File: config.mk
export PLATFORM = sky130hd
export DESIGN_NAME = race_arbiter_bank_flat
export DESIGN_NICKNAME = d
export VERILOG_FILES = /design/src/rtl/race_arbiter_bank_if.sv /design/src/rtl/race_arbiter_bank.sv /design/src/flat_wrapper.sv
export SDC_FILE = /design/constraint.sdc
export NUM_CORES = 1
export LEC_CHECK = 0
export ABC_AREA = 1
export BUFFER_PORTS_ARGS = -buffer_cell sky130_fd_sc_hd__buf_2
export CAP_MARGIN = 0
export CORE_ASPECT_RATIO = 1.25
export CORE_MARGIN = 4
export CORE_UTILIZATION = 30
export DETAILED_ROUTE_END_ITERATION = 16
export GPL_ROUTABILITY_DRIVEN = 0
export SYNTH_ARGS = -nofsm -noshare
export SYNTH_HDL_FRONTEND = slang
export SYNTH_SLANG_ARGS = --single-unit
File: constraint.sdc
create_clock -name clk -period 2.8 [get_ports clk]
set_clock_uncertainty 0.15 [all_clocks]
set_input_delay 0 -clock clk [delete_from_list [all_inputs] [get_ports clk]]
set_output_delay 0 -clock clk [all_outputs]
set_load 0.05 [all_outputs]
File: src/rtl/race_arbiter_bank_if.sv
// Challenge/response bus of the multi-channel race arbiter: race inputs, start and the
// valid/ready result handshake.
interface race_arbiter_bank_if #(
   parameter int unsigned N_CH = 8
);
   logic            start;
   logic [N_CH-1:0] finished_a;
   logic [N_CH-1:0] finished_b;
   logic            busy;
   logic            resp_valid;
   logic            resp_ready;
   logic [N_CH-1:0] response;
   logic [N_CH-1:0] tie;
   logic [N_CH-1:0] timed_out;

   modport master (
      output start, finished_a, finished_b, resp_ready,
      input  busy, resp_valid, response, tie, timed_out
   );

   modport slave (
      input  start, finished_a, finished_b, resp_ready,
      output busy, resp_valid, response, tie, timed_out
   );
endinterface

File: src/rtl/race_arbiter_bank.sv
// Arbitrates N_CH PUF delay-line pairs in parallel: synchronises arrivals, resolves the
// winner per channel with tie/timeout detection and returns the word over valid/ready.
module race_arbiter_bank #(
   parameter int unsigned N_CH        = 8,
   parameter int unsigned SYNC_STAGES = 2,
   parameter int unsigned TIMEOUT     = 255,
   parameter bit          TIE_VAL     = 1'b0
) (
   input  logic                clk,
   input  logic                reset_n,
   race_arbiter_bank_if.slave  bus
);

   localparam int unsigned TW = $clog2(TIMEOUT + 1);
   localparam logic [TW-1:0] T_LAST = TW'(TIMEOUT - 1);

   typedef enum logic [1:0] {IDLE, ARM, RACE, DONE} state_t;

   state_t state, state_d;

   logic [SYNC_STAGES-1:0][N_CH-1:0] sync_a, sync_b;
   logic [N_CH-1:0] sa, sb;
   logic [TW-1:0]   timer, timer_d;
   logic [N_CH-1:0] resolved, resolved_d;
   logic [N_CH-1:0] response_d, tie_d, timed_out_d;
   logic            busy_d, valid_d;
   logic            timer_last, lines_idle, all_resolved;

   // Input synchronisers; the raw pins feed nothing else
   always_ff @(posedge clk or negedge reset_n) begin
      if (!reset_n) begin
         sync_a <= '0;
         sync_b <= '0;
      end else begin
         sync_a[0] <= bus.finished_a;
         sync_b[0] <= bus.finished_b;
         for (int unsigned s = 1; s < SYNC_STAGES; s++) begin
            sync_a[s] <= sync_a[s-1];
            sync_b[s] <= sync_b[s-1];
         end
      end
   end

   assign sa           = sync_a[SYNC_STAGES-1];
   assign sb           = sync_b[SYNC_STAGES-1];
   assign timer_last   = (timer == T_LAST);
   assign lines_idle   = ~|(sa | sb);
   assign all_resolved = &(resolved | sa | sb);

   always_ff @(posedge clk or negedge reset_n) begin
      if (!reset_n) state <= IDLE;
      else          state <= state_d;
   end

   // Next state; a line reset in the last ARM cycle still wins over the timeout
   always_comb begin
      state_d = state;
      case (state)
         IDLE: if (bus.start) state_d = ARM;
         ARM: begin
            if (lines_idle)      state_d = RACE;
            else if (timer_last) state_d = DONE;
         end
         RACE: if (all_resolved || timer_last) state_d = DONE;
         DONE: if (bus.resp_ready) state_d = IDLE;
         default: state_d = IDLE;
      endcase
   end

   // Next values of the registered outputs, resolved mask and timer
   always_comb begin
      response_d  = bus.response;
      tie_d       = bus.tie;
      timed_out_d = bus.timed_out;
      resolved_d  = resolved;
      busy_d      = (state_d != IDLE);
      valid_d     = (state_d == DONE);
      if (state_d != state)
         timer_d = '0;
      else if (state == ARM || state == RACE)
         timer_d = timer + TW'(1);
      else
         timer_d = timer;

      case (state)
         IDLE: begin
            if (bus.start) begin
               response_d  = '0;
               tie_d       = '0;
               timed_out_d = '0;
               resolved_d  = '0;
            end
         end
         ARM: begin
            if (!lines_idle && timer_last) begin
               timed_out_d = '1;
               response_d  = {N_CH{TIE_VAL}};
               tie_d       = '0;
            end
         end
         RACE: begin
            for (int unsigned i = 0; i < N_CH; i++) begin
               if (!resolved[i]) begin
                  if (sa[i] && sb[i]) begin
                     response_d[i] = TIE_VAL;
                     tie_d[i]      = 1'b1;
                     resolved_d[i] = 1'b1;
                  end else if (sa[i]) begin
                     response_d[i] = 1'b1;
                     resolved_d[i] = 1'b1;
                  end else if (sb[i]) begin
                     response_d[i] = 1'b0;
                     resolved_d[i] = 1'b1;
                  end else if (timer_last) begin
                     response_d[i]  = TIE_VAL;
                     timed_out_d[i] = 1'b1;
                  end
               end
            end
         end
         default: ;
      endcase
   end

   always_ff @(posedge clk or negedge reset_n) begin
      if (!reset_n) begin
         timer          <= '0;
         resolved       <= '0;
         bus.response   <= '0;
         bus.tie        <= '0;
         bus.timed_out  <= '0;
         bus.busy       <= 1'b0;
         bus.resp_valid <= 1'b0;
      end else begin
         timer          <= timer_d;
         resolved       <= resolved_d;
         bus.response   <= response_d;
         bus.tie        <= tie_d;
         bus.timed_out  <= timed_out_d;
         bus.busy       <= busy_d;
         bus.resp_valid <= valid_d;
      end
   end

endmodule

File: src/flat_wrapper.sv
// flat-port wrapper written by rule: the top's interface ports become plain ports
module race_arbiter_bank_flat 
#(
   parameter int unsigned N_CH        = 8,
   parameter int unsigned SYNC_STAGES = 2,
   parameter int unsigned TIMEOUT     = 255,
   parameter bit          TIE_VAL     = 1'b0
)
  (clk, reset_n, bus_start, bus_finished_a, bus_finished_b, bus_resp_ready, bus_busy, bus_resp_valid, bus_response, bus_tie, bus_timed_out);
  race_arbiter_bank_if #(.N_CH(N_CH)) bus_i ();
  input  logic clk;
  input  logic reset_n;
  input wire logic [$bits(bus_i.start)-1:0] bus_start;
  input wire logic [$bits(bus_i.finished_a)-1:0] bus_finished_a;
  input wire logic [$bits(bus_i.finished_b)-1:0] bus_finished_b;
  input wire logic [$bits(bus_i.resp_ready)-1:0] bus_resp_ready;
  output wire logic [$bits(bus_i.busy)-1:0] bus_busy;
  output wire logic [$bits(bus_i.resp_valid)-1:0] bus_resp_valid;
  output wire logic [$bits(bus_i.response)-1:0] bus_response;
  output wire logic [$bits(bus_i.tie)-1:0] bus_tie;
  output wire logic [$bits(bus_i.timed_out)-1:0] bus_timed_out;
  assign bus_i.start = bus_start;
  assign bus_i.finished_a = bus_finished_a;
  assign bus_i.finished_b = bus_finished_b;
  assign bus_i.resp_ready = bus_resp_ready;
  assign bus_busy = bus_i.busy;
  assign bus_resp_valid = bus_i.resp_valid;
  assign bus_response = bus_i.response;
  assign bus_tie = bus_i.tie;
  assign bus_timed_out = bus_i.timed_out;
  race_arbiter_bank #(.N_CH(N_CH), .SYNC_STAGES(SYNC_STAGES), .TIMEOUT(TIMEOUT), .TIE_VAL(TIE_VAL)) u_core (.clk(clk), .reset_n(reset_n), .bus(bus_i));
endmodule
### After elaboration in Yosys (flattened, before gate mapping)

Cells that the tools add are included.

| storage, ports and cells | value |
|---|---|
| output and inout bits | 26 |
| register bits after elaboration | 76 |
| logic and storage cells | 266 |

| cells by class | value |
|---|---|
| bitwise operators | 3 |
| add/sub/neg operators | 1 |
| equal/unequal tests | 57 |
| muxes and demuxes | 129 |
| reductions and logical operators | 43 |

Operators by type and width:

| cell | number |
|---|---|
| $mux 1 | 114 |
| $ne 2x2->1 const B | 42 |
| $reduce_and 5->1 | 16 |
| $pmux 8 s3 | 3 |
| $reduce_and 8->1 | 9 |
| $mux 8 | 5 |
| $ne 5x2->1 const B | 8 |
| $or 8x8->8 | 3 |
| $pmux 8 s2 | 1 |
| $mux 2 | 5 |
| $logic_and 1x1->1 | 9 |
| $add 8x1->8 const B | 1 |
| $eq 8x8->1 const B | 1 |
| $pmux 2 s4 | 1 |
| $reduce_or 8->1 | 1 |
| $eq 2x2->1 const B | 3 |
| $reduce_bool 2->1 | 3 |
| $reduce_bool 3->1 | 1 |
| $eq 2x1->1 const B | 1 |
| $logic_not 2->1 | 1 |
| $logic_or 1x1->1 | 2 |
| $ne 2x1->1 const B | 1 |
| $ne 2x2->1 | 1 |
| $reduce_and 2->1 | 1 |

### Logic depth before layout (Yosys ltp)

Gate-level depths: netlist of the first run.

| depth | value |
|---|---|
| word-level depth | 8 |
| depth in mapped cells | 15 |
| gate-level depth less buffers | 15 |

### Worst setup path before layout of the first run

OpenSTA, ideal clock, no wires.

| path | value |
|---|---|
| kind | flip-flop to flip-flop |
| from | register u_core.state[0] |
| to | register u_core.timer[1] |
| setup time | 0.121 ns |
| data arrival time | 1.550 ns |
| clock period less this slack | 1.821 ns |
| setup slack | 0.979 ns |
| buffers on the path | 2 |
| cell stages (with the launch flop) | 13 |
| cells stage by stage | dfrtp_1 > inv_1 > ha_1 > clkbuf_8 > inv_1 > buf_6 > nand2_1 > inv_1 > nand3_1 > nand3_1 > nand2_1 > nand2_4 > nor2_1 |

| between the ends | value |
|---|---|
| cells in the longest elaborated chain, start to end | 5 |
| elaborated cells between the ends (all ways) | 14 |

RTL lines:

| element | line | RTL |
|---|---|---|
| start: declaration | race_arbiter_bank.sv:19 | `state_t state, state_d;` |
| start signal: assignment | race_arbiter_bank.sv:52 | `else state <= state_d;` |
| $mux 2 | race_arbiter_bank.sv:62 | `else if (timer_last) state_d = DONE;` |
| $mux 2 | race_arbiter_bank.sv:61 | `if (lines_idle) state_d = RACE;` |
| $pmux 2 s4 | race_arbiter_bank.sv:58 | `case (state)` |
| $ne 2x2->1 | race_arbiter_bank.sv:78 | `if (state_d != state)` |
| $mux 8 or $reduce_bool 2->1 (tied branches) | n/a |  |
| end signal: assignment | race_arbiter_bank.sv:135 | `timer <= timer_d;` |
| end: declaration | race_arbiter_bank.sv:23 | `logic [TW-1:0] timer, timer_d;` |

Parallel ways exist; a longest one is shown, timed or not.
A chain may end at the register's enable or synchronous reset.

### Worst setup path after layout of the first run

| path | value |
|---|---|
| from | register u_core.state[0] |
| to | register u_core.bus.timed_out[4] |

| between the ends | value |
|---|---|
| cells in the longest elaborated chain, start to end | 3 |
| elaborated cells between the ends (all ways) | 13 |

RTL lines:

| element | line | RTL |
|---|---|---|
| $eq 2x2->1, or another cell as far along | race_arbiter_bank.sv:85 | `case (state)` |
| $ne 2x2->1 (no source line), or another cell as far along | n/a |  |
| $reduce_and 8->1 (no source line) | n/a |  |
| end signal: assignment | race_arbiter_bank.sv:139 | `bus.timed_out <= timed_out_d;` |
| end: declaration | race_arbiter_bank_if.sv:23 | `output busy, resp_valid, response, tie, timed_out` |

Parallel ways exist; a longest one is shown, timed or not.

==> results.py, run 1 <==
metrics = {
    "synth": {
        "ys_seq_area_share_pct": 58.1,
        "syn_inst": 362,
        "synth_top_family_by_area": "simple AND/OR/NAND/NOR gates",
        "synthSimpleGateAreaFrac_pct": 24.6,
        "synth_compound_area_share_pct": 6.31,
        "ys_warn_count": 0,
        "synth_top_area_cell": "dfrtp_1",
        "ys_types": 25,
        "synth_adder_area_share_pct": 2.29,
        "synth_area_um2": 3270,
        "synth_nets": 388,
        "avgSynthCellArea_um2": 9.04,
        "synthDominantCellAreaShare_pct": 58.1,
        "ys_ff_latch": 76,
        "synth_area_leaders": "dfrtp_1 58%, nand2_1 12%, inv_1 5.5%",
        "synthMuxAreaShare_pct": 0,
        "synthXorXnorAreaFrac_pct": 1.87,
    },
    "sta": {
        "slew_violations": 0,
        "grt_setup_unrepaired": "no",
        "tns_ns": 0,
        "worst_slew_pin_slew_ns": 0.948,
        "clock.fmax_mhz": 450,
        "max_slew_margin_pct": 36.8,
        "hold_viol": 0,
        "min_period_over_period_pct": 79.3,
        "setup-violations-final": 0,
        "min_period_ns": 2.22,
    },
    "clocking": {
        "clock_latency_ns": 0.33,
        "clk_pin_slew_ns": 0.06,
        "htreeDepth": 3,
        "ctsLongestPathBuffers": 2,
        "cts_sinks": 76,
        "cts_tree": "built",
        "cts_buffers": 9,
        "cts_resized": 0,
        "cts_root_buf": "clkbuf_16",
    },
    "floorplan": {
        "dieArea_um2": 12700,
        "coreArea_um2": 10600,
        "die_w_um": 101,
        "initial_utilization_pct": 30.8,
        "die_h_um": 125,
        "ios": 46,
        "num_rows": 42,
    },
    "global_route": {
        "gr-total-overflow": 0,
        "grt_pass1_vias": 2552,
        "gr-usage-all-layers_pct": 12.1,
        "grt_pass1_wl_um": 12000,
        "grt_max_degree": 77,
        "antenna_found_initial": 0,
    },
    "route": {
        "antenna_left": 0,
        "vias": 2436,
        "drt-pass1-iter-count": 4,
        "wl_per_cell_um": 12.1,
        "drt_wl_total_um": 6910,
        "initialDrtViolationCount": 114,
        "drc": 0,
        "viasPerCell": 4.27,
    },
    "cells_and_area": {
        "diodes": 0,
        "drive_gt1_share_pct": 17.3,
        "syn_to_final_growth_pct": 26.1,
        "n_fill_cell": 1074,
        "final_nets": 460,
    },
    "pwr": {
        "switching_share_pct": 45.4,
        "total_leakage_power_nw": 2.08,
        "sequentialPowerShare_pct": 31.7,
        "p_switching_mw": 2.21,
        "p_per_area_nw_per_um2": 1180,
        "ir_drop_uv": 381,
        "clkPwrFrac_pct": 23.7,
        "finalPower_mw": 4.86,
        "p_comb_share_pct": 44.6,
        "p_int_mw": 2.65,
    },
    "setup_path": {
        "crit_required_ns": 2.86,
        "cp.arrival_ns": 2.28,
        "endpoint_kind": "register",
        "crit_path_start_kind": "register",
        "critical_path.max_fanout": 17,
        "r2r_slack_ns": 0.58,
        "crit_type": "register to register",
    },
    "placement": {
        "dp_hpwl_um": 4970,
        "port_buffers": 45,
    },
    "outcome": {
        "status": "completed",
    },
    "job": {
        "max_cap_violations": 0,
    },
    "hold_path": {
        "min_path_type": "input pin to register",
    },
}
==> per-layer routing <==
layer	track usage, %	share of wire (%)	vias to the layer above
met2	19.9	49	50
met4	5.40	2.1	0
met5	0	0	-
li1	-	-	1265
met1	14.3	43	1109
met3	3.81	5.9	12
==> cell usage after synthesis, drive strengths merged <==
| cell | number |
|---|---|
| o21bai | 1 |
| xnor2 | 3 |
| clkbuf | 3 |
| o21a | 8 |
| o21ai | 27 |
| nand3 | 6 |
| nor3b | 4 |
| buf | 2 |
| nor2 | 42 |
| nor3 | 22 |
| inv | 48 |
| nand2 | 109 |
| xor2 | 4 |
| ha | 6 |
| nand4 | 1 |
| dfrtp | 76 |
==> power by group through the flow <==
| stage | combinational, mW | sequential [mW] | clock, mW |
|---|---|---|---|
| floorplan | 1.12 | 2.11 | 0 |
| global placement | 2.15 | 1.56 | 0 |
| detailed placement | 2.18 | 1.57 | 0 |
| CTS | 2.21 | 1.55 | 1.19 |
| global route | 2.42 | 1.58 | 1.23 |
| finish | 2.17 | 1.54 | 1.15 |
==> layout by cell type (no fill, tap or decap), types with 4 or more instances in the layout <==
cell,instances
nand3_1,6
inv_1,48
ha_1,6
nor2_1,37
dlygate4sd3_1,18
o21a_1,8
clkbuf_16,9
dfrtp_1,76
buf_4,4
buf_2,44
o21ai_0,23
nor3b_1,4
nand2_1,105
xor2_1,4
nor3_1,20
==> area by class of cell <==
cell class,instances,area [um2],area share [%]
clock buffers,9,225,5.46
well taps,132,165,4.00
multi-input cells,233,1150,27.8
inverters,48,180,4.37
repair buffers,66,430,10.4
clock inverters,7,76.3,1.85
flip-flops and latches,76,1900,46.1
==> critical path: stages (launching register included) <==
cell and delay [ns]:
dfrtp_1 0.42, inv_1 0.13, ha_1 0.25, inv_1 0.12, nor2_1 0.05, buf_4 0.17, nor2_1 0.23, nand2_4 0.20
nor2_8 0.17, nand2_1 0.09, nand2_1 0.06, o21ai_0 0.07
==> flip-flops by register name, summed over array words and instances, names as in the netlist <==
register	flops
u_core.sync_b	8
u_core.state	2
u_core.bus.tie	8
u_core.bus.timed_out	8
u_core.resolved	8
u_core.bus.response	8
u_core.sa	8
u_core.bus.resp_valid	1
u_core.sb	8
u_core.timer	8
u_core.bus.busy	1
u_core.sync_a	8
==> path summary, 6_finish.rpt <==
path                       cells after the start                  startpoint                                  end
max                                           11   u_core.state[0]$_DFF_PN0_  u_core.bus.timed_out[4]$_DFFE_PN0P_
min                                            8              bus_resp_ready            u_core.state[0]$_DFF_PN0_
max reg2reg                                   11   u_core.state[0]$_DFF_PN0_  u_core.bus.timed_out[4]$_DFFE_PN0P_
min reg2reg                                    0  u_core.sync_b[5]$_DFF_PN0_               u_core.sb[5]$_DFF_PN0_
max in group asynchronous                      2                     reset_n            u_core.state[1]$_DFF_PN0_
min in group asynchronous                      2                     reset_n               u_core.sa[5]$_DFF_PN0_
==> timing repair <==
item | in CTS | in global routing
setup buffers | 0 | 0
hold buffers | 18 | 0
endpoints found under the setup margin | 0 | 0
hold endpoints to repair | 95 | 0
==> kinds of logic after synthesis <==
| kind of cell | Yosys count |
|---|---|
| and+or+nand+nor | 184 |
| DFF | 76 |
| buffers and inverters | 53 |
| AOI/OAI and AO/OA | 36 |
| xor gates and xnor gates | 7 |
| adders and majority gates | 6 |
==> metrics by stage <==
step	hold WS, ns	instances	util, %	setup slack [ns]	instance area, um2
after CTS	0.108	571	38.9	0.572	4130
after global placement	-0.0399	537	34.3	0.716	3640
after floorplan	-0.446	362	-	0.979	3270
after detailed placement	-0.0406	537	34.3	0.570	3640
after global routing	0.159	571	38.9	0.360	4130
final	0.124	571	38.9	0.579	4130
(Power assumes the default switching activity.)
==> run 2: changes to the inputs <==
--- a/config.mk
+++ b/config.mk
@@ -5,7 +5,7 @@
 export SDC_FILE = /design/constraint.sdc
 export NUM_CORES = 1
 export LEC_CHECK = 0
-export ABC_AREA = 1
+export ABC_AREA = 0
 export BUFFER_PORTS_ARGS = -buffer_cell sky130_fd_sc_hd__buf_2
 export CAP_MARGIN = 0
 export CORE_ASPECT_RATIO = 1.25
==> constraint.sdc (replaced) <==
create_clock -name clk -period 2.1 [get_ports clk]
set_clock_uncertainty 0.15 [all_clocks]
set_input_delay 0 -clock clk [delete_from_list [all_inputs] [get_ports clk]]
set_output_delay 0 -clock clk [all_outputs]
set_load 0.05 [all_outputs]
==> run 2 against run 1 <==
  * The run now ends with hold timing left
  * Routed wire length up 22%
  * Clock power increased by 17%
  * Maximum frequency grew 8.4%
  * Sequential share of layout area decreased by 6.9 points
  * Register-to-register slack worse by 0.53 ns
  * First-iteration DRC count up 14%
  * Utilization grew 5.0 points
  * Worst hold slack got worse by 0.13 ns
  * Global-route usage up 1.5 points
  * Power rose by 17%
  * Critical endpoint is now u_core.bus.response[6]$_DFFE_PN0P_
  * Largest power group unchanged
==> results.py, run 2 <==
metrics = {
    "placement": {
        "port_buffers": 45,
        "dp_hpwl_um": 5870,
        "dp.cells": 495,
    },
    "route": {
        "initialDrtViolationCount": 130,
        "drt_wl_total_um": 8430,
        "drc": 0,
        "antenna_left": 0,
        "viasPerCell": 4.95,
        "wl_per_cell_um": 15.8,
        "vias": 2649,
        "drt-pass1-iter-count": 4,
    },
    "clocking": {
        "cts_buffers": 9,
        "clock_latency_ns": 0.33,
        "ctsLongestPathBuffers": 2,
        "cts_root_buf": "clkbuf_16",
        "htreeDepth": 3,
        "cts_tree": "built",
        "clk_pin_slew_ns": 0.06,
        "cts_sinks": 76,
    },
    "synth": {
        "yosysMostFrequentCell": "dfrtp_1",
        "synth_area_leaders": "dfrtp_1 56%, a221oi_2 3.6%, mux2_4 3.6%",
        "synth_area_um2": 3380,
        "synth_async_sr_flop_share_pct": 100,
        "ys_types": 46,
        "synth_nets": 301,
        "ys_seq_area_share_pct": 56.2,
        "synthDominantCellAreaShare_pct": 56.2,
        "ys.flop_type": "dfrtp_1",
        "ys_ff_latch": 76,
        "ys_warn_count": 0,
        "synth_top_area_cell": "dfrtp_1",
        "syn_inst": 275,
        "synth_edf_count": 0,
        "yosys-top-cells-count": "76 x dfrtp_1, 21 x nor2_1, 19 x a21oi_1, 19 x nor3_1, 16 x inv_1",
        "avgSynthCellArea_um2": 12.3,
    },
    "hold_path": {
        "min_path_type": "input pin to asynchronous set/reset pin",
    },
    "cells_and_area": {
        "multi_input_area_um2": 1610,
        "final_cells": 535,
        "seq_area_um2": 1900,
        "final_cell_mix": "74 x dfrtp_1, 53 x buf_4, 44 x buf_2",
        "diodes": 0,
        "n_fill_cell": 1025,
        "drive_gt1_share_pct": 42.8,
        "final_nets": 422,
        "layout_commonest_cell": "dfrtp_1",
        "syn_to_final_growth_pct": 43.8,
    },
    "sta": {
        "min_period_over_period_pct": 97.6,
        "holdWs_ns": -0.00703,
        "worst_slew_pin_slew_ns": 0.415,
        "grt_setup_unrepaired": "yes",
        "min_period_ns": 2.05,
        "clock.fmax_mhz": 488,
        "hold_viol": 6,
        "slew_violations": 0,
        "setup-violations-final": 0,
        "max_slew_margin_pct": 72.4,
    },
    "floorplan": {
        "coreArea_um2": 11100,
        "num_rows": 43,
        "initial_utilization_pct": 30.5,
        "ios": 46,
        "dieArea_um2": 13000,
        "die_h_um": 127,
        "die_w_um": 103,
    },
    "global_route": {
        "grt_max_degree": 48,
        "gr-usage-all-layers_pct": 13.6,
        "grt_pass1_vias": 2768,
        "gr-total-overflow": 0,
        "grt_pass1_wl_um": 13800,
        "antenna_found_initial": 0,
    },
    "setup_path": {
        "crit_path_start_kind": "register",
        "cp_num_buf_inv": 2,
        "crit_required_ns": 2.17,
        "crit_type": "register to register",
        "critPathSlowestCell": "dfrtp_2",
        "crit_chain": "inv_4, ha_4, nor2b_4, nor3_4, a31oi_4, buf_12, a221oi_2, mux2_4",
        "cp_top_family": "flip-flops",
        "endpoint_kind": "register",
        "critical_path.max_fanout": 9,
        "cp.arrival_ns": 2.12,
        "critPathMaxStageDelay_ns": 0.44,
    },
    "outcome": {
        "violations": "hold timing",
        "status": "complete, but fails checks",
    },
    "pwr": {
        "total_leakage_power_nw": 2.15,
        "ir_drop_uv": 517,
        "p_per_area_nw_per_um2": 1160,
    },
    "job": {
        "max_cap_violations": 0,
    },
}
[run 2: cell types whose count changed after synthesis, moves of 4 or more]
cell	before	now
a41oi_1	0	9
nand2_1	105	6
a21oi_1	0	19
nor2_1	37	21
nand4_1	1	5
a221oi_2	0	8
o211ai_1	0	6
o21a_1	8	1
mux2_4	0	8
inv_1	48	16
mux2_2	0	7
nor4_4	0	4
nor3b_1	4	8
o21ai_0	23	11
[run 2: stage by stage]
step / power (mW) / instance area [um2] / util (%) / worst slack (ns) / setup TNS, ns
floorplan: 3.37 / 3420 / - / -0.0115 / -0.0918
global placement: 4.04 / 4160 / 37.6 / -0.0473 / -0.451
detailed placement: 4.07 / 4160 / 37.6 / -0.0595 / -0.710
CTS: 5.48 / 4630 / 41.8 / -0.0218 / -0.111
global route: 5.95 / 4860 / 43.9 / -0.0256 / -0.0662
finish: 5.66 / 4860 / 43.9 / 0.0501 / 0
[run 2: area by class of cell]
type                            instances  share of cell area (%)
Clock buffer                           12                    4.86
Multi-Input combinational cell        175                    33.2
Timing Repair Buffer                  118                    17.7
Clock inverter                          3                   0.309
Tap cell                              135                    3.47
Sequential cell                        76                    39.2
Inverter                               16                    1.34
[run 2: logic make-up (layout without fill, tap and decap cells)]
group | count (synthesis) | in the layout | share of synthesized area [%]
compound gates | 66 | 66 | 15.7
fa+ha+maj | 6 | 6 | 2.22
buf+inv | 24 | 149 | 2.85
xor+xnor | 7 | 7 | 1.81
simple gates | 79 | 79 | 14.7
flops | 76 | 76 | 56.2
mux | 17 | 17 | 6.51
[run 2: final timing paths]
kind	from	end	slack (ns)	cells after the start
max in group asynchronous	reset_n	u_core.sa[1]$_DFF_PN0_	1.22	3
worst min register to register	u_core.sync_b[6]$_DFF_PN0_	u_core.sb[6]$_DFF_PN0_	0.19	0
worst min-delay path	reset_n	u_core.timer[4]$_DFFE_PN0P_	-0.007	2
worst max register to register	u_core.state[0]$_DFF_PN0_	u_core.bus.response[6]$_DFFE_PN0P_	0.05	8
worst max-delay path	u_core.state[0]$_DFF_PN0_	u_core.bus.response[6]$_DFFE_PN0P_	0.05	8
min in group clk	bus_start	u_core.timer[3]$_DFFE_PN0P_	0.10	5
[run 2: layer usage]
layer | track usage [%] | wire length (um)
met1 | 18.0 | 3600
met2 | 21.8 | 4280
met3 | 2.86 | 405
met4 | 5.18 | 149
met5 | 0 | 0
[run 2: report_power, final]
part / leakage, nW / switching (mW) / internal [mW] / total (mW)
clock: 0.126 / 0.559 / 0.787 / 1.35
combinational: 1.07 / 1.49 / 0.962 / 2.45
sequential: 0.956 / 0.157 / 1.70 / 1.86
total: 2.15 / 2.21 / 3.45 / 5.66
[run 2: repair_timing]
item                                    CTS  global route
endpoints found under the setup margin   32            35
gates cloned                              0             0
hold buffers                             17             0
buffers inserted                          4             4
pin swaps                                 6             6
gates resized for setup                   4            28
endpoints found under the hold margin    92             0
==> run 3: changes to the inputs <==
--- a/config.mk
+++ b/config.mk
@@ -13,6 +13,7 @@
 export CORE_UTILIZATION = 30
 export DETAILED_ROUTE_END_ITERATION = 16
 export GPL_ROUTABILITY_DRIVEN = 0
+export REMOVE_ABC_BUFFERS = 1
 export SYNTH_ARGS = -nofsm -noshare
 export SYNTH_HDL_FRONTEND = slang
 export SYNTH_SLANG_ARGS = --single-unit
==> run 3 against run 2 <==
  * The flow now finishes without violations
  * Sequential cell count unchanged
  * Routed wire length down 0.96%
  * Final area down 0.18%
  * Global-route usage up 0.16 points
  * Clock-buffer cell count up 1
  * First-iteration DRC count up 22%
  * Final cell count up 0.75%
  * Via count up 0.91%
  * Register-to-register slack worse by 0.03 ns
==> results.py, run 3 (same netlist as run 2, synthesis figures left out) <==
metrics = {
    "sta": {
        "clock.fmax_mhz": 481,
        "setup-violations-final": 0,
        "slew_violations": 0,
        "tns_ns": 0,
        "min_period_over_period_pct": 98.9,
        "worst_slew_pin_slew_ns": 0.487,
        "max_slew_margin_pct": 67.6,
        "grt_setup_unrepaired": "yes",
        "holdWs_ns": 0.00923,
        "min_period_ns": 2.08,
        "hold_viol": 0,
    },
    "global_route": {
        "gr-total-overflow": 0,
        "grt_max_degree": 41,
        "antenna_found_initial": 0,
        "gr-usage-all-layers_pct": 13.8,
        "grt_pass1_wl_um": 13800,
        "grt_pass1_vias": 2759,
    },
    "setup_path": {
        "crit_chain": "nor4_4, nand4_4, a31oi_4, buf_12, a221oi_4, mux2_4",
        "critPathMaxStageDelay_ns": 0.45,
        "critical_path.max_fanout": 9,
        "critPathSlowestCell": "dfrtp_2",
        "worst-path-stages": 6,
        "cp.arrival_ns": 2.15,
        "cp_num_buf_inv": 1,
        "crit_required_ns": 2.17,
        "crit_type": "register to register",
        "reg2reg_depth": 6,
        "crit_path_start_kind": "register",
        "cp_top_family": "simple AND/OR/NAND/NOR gates",
        "endpoint_kind": "register",
    },
    "floorplan": {
        "dieArea_um2": 13000,
        "coreArea_um2": 11100,
        "num_rows": 43,
        "ios": 46,
        "die_h_um": 127,
        "die_w_um": 103,
        "initial_utilization_pct": 30.5,
    },
    "job": {
        "max_cap_violations": 0,
    },
    "cells_and_area": {
        "n_fill_cell": 1050,
        "syn_to_final_growth_pct": 43.5,
        "layout_commonest_cell": "dfrtp_1",
        "drive_gt1_share_pct": 42.6,
        "diodes": 0,
        "final_core_util_pct": 43.8,
        "final_nets": 425,
        "final_cell_mix": "74 x dfrtp_1, 58 x buf_4, 44 x buf_2",
    },
    "pwr": {
        "p_int_mw": 3.73,
        "p_switching_mw": 2.21,
        "p_per_area_nw_per_um2": 1220,
        "p_comb_share_pct": 41.7,
        "switching_share_pct": 37.2,
        "ir_drop_uv": 713,
        "sequentialPowerShare_pct": 31.0,
        "total_leakage_power_nw": 2.20,
        "clkPwrFrac_pct": 27.3,
    },
    "route": {
        "vias": 2673,
        "viasPerCell": 4.96,
        "antenna_left": 0,
        "drc": 0,
        "drt-pass1-iter-count": 4,
        "drt_wl_total_um": 8350,
        "wl_per_cell_um": 15.5,
        "initialDrtViolationCount": 158,
    },
    "clocking": {
        "cts_buffers": 9,
        "cts_root_buf": "clkbuf_16",
        "cts_tree": "built",
        "clk_pin_slew_ns": 0.06,
        "clock_latency_ns": 0.34,
        "ctsLongestPathBuffers": 2,
        "htreeDepth": 3,
        "cts_sinks": 76,
    },
    "outcome": {
        "status": "completed",
    },
    "hold_path": {
        "whs_path_depth": 4,
        "min_path_type": "input pin to register",
    },
    "placement": {
        "dp_hpwl_um": 5840,
        "port_buffers": 45,
    },
}
run 3: cell types whose count changed in the layout (fill, tap and decap cells not counted), moves of 3 or more:
cell / before / now
buf_4: 53 / 58
clkbuf_8: 0 / 4
nor3_2: 1 / 5
a41oi_1: 5 / 8
clkbuf_1: 3 / 0
ha_4: 3 / 0
nor3_1: 17 / 14
run 3: worst paths after layout:
check | startpoint | endpoint | slack (ns)
min in group asynchronous | reset_n | u_core.sync_b[7]$_DFF_PN0_ | 0.02
min reg2reg | u_core.sync_b[3]$_DFF_PN0_ | u_core.sb[3]$_DFF_PN0_ | 0.19
max in group asynchronous | reset_n | u_core.timer[3]$_DFFE_PN0P_ | 1.21
min | bus_start | u_core.state[1]$_DFF_PN0_ | 0.009
max | u_core.sa[1]$_DFF_PN0_ | u_core.bus.response[7]$_DFFE_PN0P_ | 0.02
max reg2reg | u_core.sa[1]$_DFF_PN0_ | u_core.bus.response[7]$_DFFE_PN0P_ | 0.02
run 3: power groups by stage:
stage                     clock network (mW)  logic [mW]  registers [mW]
after floorplan                            0       0.868            2.43
after global placement                     0        2.29            1.86
after detailed placement                   0        2.30            1.87
after CTS                               1.67        2.37            1.84
after global routing                    1.74        2.66            1.87
final                                   1.62        2.48            1.84
run 3: layer usage:
metal | vias to the layer above | wire [um] | track usage (%)
met3 | 12 | 343 | 4.13
met4 | 0 | 153 | 5.41
met2 | 57 | 4260 | 22.3
li1 | 1275 | - | -
met5 | - | 0 | 0
met1 | 1329 | 3590 | 17.2
run 3: cell type report:
class / count / area, um2 / share of cell area [%]
clock buffer: 13 / 280 / 5.77
clock inverter: 3 / 42.5 / 0.876
inverter: 16 / 60.1 / 1.24
multi-input combinational: 175 / 1530 / 31.6
sequential: 76 / 1900 / 39.2
tap: 135 / 169 / 3.48
timing repair buffer: 121 / 866 / 17.8
run 3: worst reg2reg max path: stages, from the launching register on:
cell	delay [ns]
dfrtp_2	0.45
nor4_4	0.41
nand4_4	0.19
a31oi_4	0.22
buf_12	0.19
a221oi_4	0.06
mux2_4	0.30
run 3: per-stage QoR:
| step | instance area [um2] | power, mW | std cells | setup WS, ns |
|---|---|---|---|---|
| finish | 4850 | 5.94 | 539 | 0.0230 |
| global route | 4850 | 6.27 | 539 | -0.0577 |
| CTS | 4710 | 5.88 | 534 | -0.0116 |
| detailed placement | 4150 | 4.16 | 498 | -0.0773 |
| global placement | 4150 | 4.15 | 498 | -0.0297 |
| floorplan | 3350 | 3.30 | 267 | -0.531 |
run 3: repair_timing:
action	CTS	global route
hold endpoints to repair	92	0
setup buffers	3	5
resized for setup	6	22
endpoints found under the setup margin	16	28
hold buffers	17	0
pin swaps	5	8
